<file path="config.mk">
export PLATFORM = sky130hd
export DESIGN_NAME = via_seq_item_port
export DESIGN_NICKNAME = d
export VERILOG_FILES = /design/src/rtl/via_seq_item_port.sv
export SDC_FILE = /design/constraint.sdc
export NUM_CORES = 1
export LEC_CHECK = 0
export BUFFER_PORTS_ARGS = -buffer_cell sky130_fd_sc_hd__buf_2
export CAP_MARGIN = 25
export CORE_AREA = 2 2 133 135
export CTS_BUF_LIST = sky130_fd_sc_hd__clkbuf_8
export DETAILED_ROUTE_END_ITERATION = 8
export DIE_AREA = 0 0 135 137
export PLACE_DENSITY = 0.83
export SETUP_SLACK_MARGIN = 0.5
export SLEW_MARGIN = 20
export SYNTH_ARGS = -nofsm -noshare
export SYNTH_HDL_FRONTEND = slang
export SYNTH_SLANG_ARGS = --single-unit
export TNS_END_PERCENT = 100
</file>
<file path="constraint.sdc">
create_clock -name clk -period 2.5 [get_ports clk]
set_clock_uncertainty 0.2 [all_clocks]
set_input_delay 0.25 -clock clk [delete_from_list [all_inputs] [get_ports clk]]
set_output_delay 0.25 -clock clk [all_outputs]
set_load 0.05 [all_outputs]
</file>
<file path="src/rtl/via_seq_item_port.sv">
// Sequencer/driver item port: item FIFO toward the driver plus a single-slot response return path.
// Optional per-item statistics counters: define VIA_SEQ_ITEM_PORT_STATS_EN.
module via_seq_item_port #(
   parameter int unsigned DATA_W = 32,
   parameter int unsigned ID_W   = 4,
   parameter int unsigned DEPTH  = 4
) (
   input  logic              clk,
   input  logic              rst_n,
   input  logic              seq_req_valid,
   output logic              seq_req_ready,
   input  logic [ID_W-1:0]   seq_req_id,
   input  logic [DATA_W-1:0] seq_req_data,
   input  logic              drv_get,
   output logic              drv_item_valid,
   output logic [ID_W-1:0]   drv_item_id,
   output logic [DATA_W-1:0] drv_item_data,
   input  logic              drv_done,
   input  logic [DATA_W-1:0] drv_rsp_data,
   output logic              seq_rsp_valid,
   input  logic              seq_rsp_ready,
   output logic [ID_W-1:0]   seq_rsp_id,
   output logic [DATA_W-1:0] seq_rsp_data,
   output logic              err_protocol
`ifdef VIA_SEQ_ITEM_PORT_STATS_EN
   ,
   output logic [15:0]       items_issued,
   output logic [15:0]       items_done
`endif
);

   localparam int unsigned PTR_W = (DEPTH > 1) ? $clog2(DEPTH) : 1;
   localparam int unsigned CNT_W = PTR_W + 1;

   typedef struct packed {
      logic [ID_W-1:0]   id;
      logic [DATA_W-1:0] data;
   } item_t;

   typedef enum logic [1:0] {
      IDLE      = 2'd0,
      WAIT_ITEM = 2'd1,
      ACTIVE    = 2'd2,
      RSP_STALL = 2'd3
   } state_t;

   state_t           state;
   item_t            mem [DEPTH];
   logic [PTR_W-1:0] wr_ptr;
   logic [PTR_W-1:0] rd_ptr;
   logic [CNT_W-1:0] count;
   logic             fifo_full;
   logic             fifo_empty;
   logic             push;
   logic             pop;
   logic             violation;
   item_t            head;

   // Ready depends only on the registered occupancy, never on the driver side.
   assign fifo_full     = (count == CNT_W'(DEPTH));
   assign fifo_empty    = (count == '0);
   assign seq_req_ready = ~fifo_full;
   assign push          = seq_req_valid & ~fifo_full;
   assign pop           = ~fifo_empty & ((state == IDLE && drv_get) || state == WAIT_ITEM);
   assign head          = mem[rd_ptr];
   assign violation     = (drv_get && state != IDLE) || (drv_done && state != ACTIVE);

   // Item storage; contents are don't-care until written, so no reset.
   always_ff @(posedge clk) begin
      if (push) begin
         mem[wr_ptr] <= '{id: seq_req_id, data: seq_req_data};
      end
   end

   // Pointers wrap naturally because DEPTH is a power of two.
   always_ff @(posedge clk or negedge rst_n) begin
      if (!rst_n) begin
         wr_ptr <= '0;
         rd_ptr <= '0;
         count  <= '0;
      end else begin
         if (push) wr_ptr <= wr_ptr + PTR_W'(1);
         if (pop)  rd_ptr <= rd_ptr + PTR_W'(1);
         case ({push, pop})
            2'b10:   count <= count + CNT_W'(1);
            2'b01:   count <= count - CNT_W'(1);
            default: count <= count;
         endcase
      end
   end

   // Port FSM with registered item/response outputs.
   always_ff @(posedge clk or negedge rst_n) begin
      if (!rst_n) begin
         state          <= IDLE;
         drv_item_valid <= 1'b0;
         drv_item_id    <= '0;
         drv_item_data  <= '0;
         seq_rsp_valid  <= 1'b0;
         seq_rsp_id     <= '0;
         seq_rsp_data   <= '0;
         err_protocol   <= 1'b0;
      end else begin
         if (violation) err_protocol <= 1'b1;
         case (state)
            IDLE: begin
               if (drv_get) begin
                  if (pop) begin
                     drv_item_valid <= 1'b1;
                     drv_item_id    <= head.id;
                     drv_item_data  <= head.data;
                     state          <= ACTIVE;
                  end else begin
                     state <= WAIT_ITEM;
                  end
               end
            end
            WAIT_ITEM: begin
               if (pop) begin
                  drv_item_valid <= 1'b1;
                  drv_item_id    <= head.id;
                  drv_item_data  <= head.data;
                  state          <= ACTIVE;
               end
            end
            ACTIVE: begin
               if (drv_done) begin
                  drv_item_valid <= 1'b0;
                  seq_rsp_valid  <= 1'b1;
                  seq_rsp_id     <= drv_item_id;
                  seq_rsp_data   <= drv_rsp_data;
                  state          <= RSP_STALL;
               end
            end
            RSP_STALL: begin
               if (seq_rsp_ready) begin
                  seq_rsp_valid <= 1'b0;
                  state         <= IDLE;
               end
            end
            default: state <= IDLE;
         endcase
      end
   end

`ifdef VIA_SEQ_ITEM_PORT_STATS_EN
   // Issue/completion counters, free-running with natural 16-bit wrap.
   always_ff @(posedge clk or negedge rst_n) begin
      if (!rst_n) begin
         items_issued <= '0;
         items_done   <= '0;
      end else begin
         if (pop) items_issued <= items_issued + 16'(1);
         if (state == ACTIVE && drv_done) items_done <= items_done + 16'(1);
      end
   end
`endif

endmodule

</file>
==> impl_results.md <==
- Outcome: finished clean
- Compound-Gate Fraction of Synth Area: 0.0101
- Area grow syn2layout: 31.6%
- Initial antenna violation count: 0
- Post-synthesis mux area share: 0.200
- DR WL/cell: 18.7 um
- Fraction of layout cells with a size suffix above 1: 0.502
- Avg Cell Area, Syn: 21.3 um2
- Drc violations: 0
- CTS tree: yes
- Setup TNS: 0 ns
- Leading cell types in the layout, fill and taps excluded: buf_2 (147), edfxtp_1 (144), dfrtp_1 (78)
- Worst Setup EP: count[1]
- R2R cell count: 6
- Clock H-tree levels: 2
- Peak VDD IR: 977 uV
- RSZ-0062 raised after global routing: true
- Final Cycle Share: 0.886
- Seq pwr share: 0.364
- Inserted Clock Buffers: 37
- I/O pins: 150
- Placer congestion estimate: 0.716
- Post-synthesis xor/xnor area fraction: 0.00600
- Clock slew at reported path FFs: 0.06 ns
- Max Freq: 0.451 GHz
- Fin crit period: 2.22 ns
- Die H: 137 um
- N_diodes: 0
- WP data required: 2.70 ns
- Worst R2R Setup Slack: 0.28 ns
- Worst-skew pair later-pin latency: 0.51 ns
- Die width: 135 um
- Setup crit start kind: flip-flop
- Vias in the first global route: 5191
- Power per cell area: 1400 nW/um2
- Fillers: 1116
- # port buffers: 149
- Util after Layout: 0.676
- FF-to-FF Start: count[0]
- Final net count: 766
- Leak: 4.62 nW
- Slew HR: 0.608
- Synth Warn #: 0
- Max-capacitance violation count: 0
- Final Max Slew Viols: 0
- Net Count, Synth: 497
- First-pass GRT wire length: 27000 um
- CP endpoint kind: flip-flop
- Inst Count DP: 778
- Final Power: 0.0161 W
- Largest net degree at the start of global routing: 53
- DP HPWL: 10200 um
- Worst Hold Slack: 0.0753 ns
- Drt first pass iters: 4
- R2r endpoint: count[1]
- Sw frac: 0.384
- Actual slew at the worst max-slew pin: 0.588 ns
- Post-Synth Adder-Cell Area: 0.0180
- Sink Count: 228
- Synth Cell Area: 8760 um2
- Synth cell types: 35
- DIE AREA: 18500 um2
- Core box area: 17100 um2
- Total grt overflow: 0
- Clk pwr share: 0.199
- Crit Path Max Fanout: 4
- Combinational Power Share: 0.437
- Commonest non-fill, non-tap cell in the layout: buf_2
- Routed vias: 4745
- Worst Hold Class: in2reg
- Critical path type: reg2reg
- Seq/Total Area, Yosys: 0.733
- First DRT Iteration DRCs: 137
- Core Rows: 48
- Total global-route track usage: 0.193
- Main combinational cell family by area after synthesis: multiplexers
- Vias per cell: 5.08
- Final antenna-violating net count: 0
- Initial Utilization: 0.514
- #FFs+latches synth: 228
- Final Instance Count excl. Fillers: 934
- Critical path origin: count[0]
- Bufs on Longest Clock Path: 3
- Arrival time at the worst endpoint: 2.42 ns
- Post-Synth Simple-Gate Area: 0.0154
- Sw power: 0.00619 W
- Root Buffer: clkbuf_8
- Setup-failing EPs final: 0
- Pint: 0.00993 W
- Routed WL: 17400 um
- Hold Fails Final Rpt: 0
- Syn Inst Count: 411
-- layout make-up --
type,instances,area (um2),share of cell area
Tap cell,225,282,0.0244
Sequential cell,228,6430,0.558
Inverter,8,32.5,0.00282
Clock inverter,23,151,0.0131
Clock buffer,45,619,0.0537
Timing Repair Buffer,244,1750,0.152
Multi-Input combinational cell,161,2270,0.197
-- worst min-delay path by stage --
stage                 start                 to  depth (start not counted)
CTS                 drv_get          rd_ptr[0]                          4
global route        drv_get          rd_ptr[0]                          4
detailed placement    rst_n  drv_item_data[24]                          1
floorplan             rst_n           count[0]                          0
finish              drv_get          rd_ptr[0]                          4
global placement      rst_n  drv_item_data[24]                          1
-- repair_timing --
item / in CTS / in global routing
endpoints found under the setup margin: 183 / 181
endpoints found under the hold margin: 264 / 0
setup buffers: 8 / 6
resized for setup: 14 / 15
pin swaps: 3 / 4
hold buffers: 73 / 0
-- metal layers --
metal | up-vias | wire length [um] | GRT usage
met1 | 2372 | 7100 | 0.234
met2 | 186 | 8810 | 0.337
met4 | 0 | 330 | 0.0758
met3 | 27 | 1200 | 0.0426
met5 | - | 0 | 0
li1 | 2160 | - | -
-- through the flow --
stage                     area, um2  worst slack [ns]
after CTS                     11400             0.257
after global routing          11500             0.235
final                         11500             0.284
after global placement         9810             0.210
after detailed placement       9810            0.0540
after floorplan                8790             0.180
-- power by group through the flow --
stage	clock (W)	sequential, W	combinational [W]
after floorplan	0	0.00793	0.00306
after global placement	0	0.00585	0.00645
after detailed placement	0	0.00595	0.00662
after CTS	0.00329	0.00589	0.00695
after global routing	0.00346	0.00599	0.00744
final	0.00321	0.00587	0.00704
-- synth_stat cells, drive strengths merged --
library cell / instances / area [um2]
edfxtp: 144 / 4320
nand2: 1 / 3.75
mux2i: 2 / 20.0
nor4b: 1 / 8.76
clkbuf: 3 / 11.3
inv: 8 / 30.0
nor3b: 1 / 7.51
nor3: 1 / 16.3
and2: 1 / 8.76
fa: 1 / 20.0
a211oi: 2 / 15.0
or3b: 1 / 11.3
mux2: 75 / 916
a2bb2oi: 1 / 8.76
mux4: 36 / 818
ha: 11 / 138
xnor2: 3 / 26.3
nor4: 1 / 6.26
and3: 4 / 25.0
a2111oi: 1 / 27.5
nor2: 4 / 22.5
buf: 11 / 109
xor2: 3 / 26.3
a21oi: 3 / 15.0
o31ai: 1 / 7.51
dfrtp: 84 / 2100
nor2b: 4 / 25.0
o21ai: 3 / 15.0
-- logic make-up (layout without fill, tap and decap cells) --
family / Yosys count / in the layout
buf+inv: 22 / 320
flops: 228 / 228
mux: 113 / 113
simple gates: 19 / 19
xor+xnor: 6 / 6
compound gates: 11 / 11
fa+ha+maj: 12 / 12
-- critical path: stages (launching register included) --
cell and delay [ns]:
dfrtp_2 0.43, or3b_4 0.43, and2_4 0.16, inv_4 0.05, ha_4 0.14, fa_2 0.42
mux2_2 0.27
-- sequential cells by signal (all words and copies together) (netlist names), 2 cells and up --
name and cells:
drv_item_data 32, rd_ptr 2, count 3, mem 144, wr_ptr 2, seq_rsp_data 32
seq_rsp_id 4, drv_item_id 4, state 2
(Power assumes the default switching activity.)
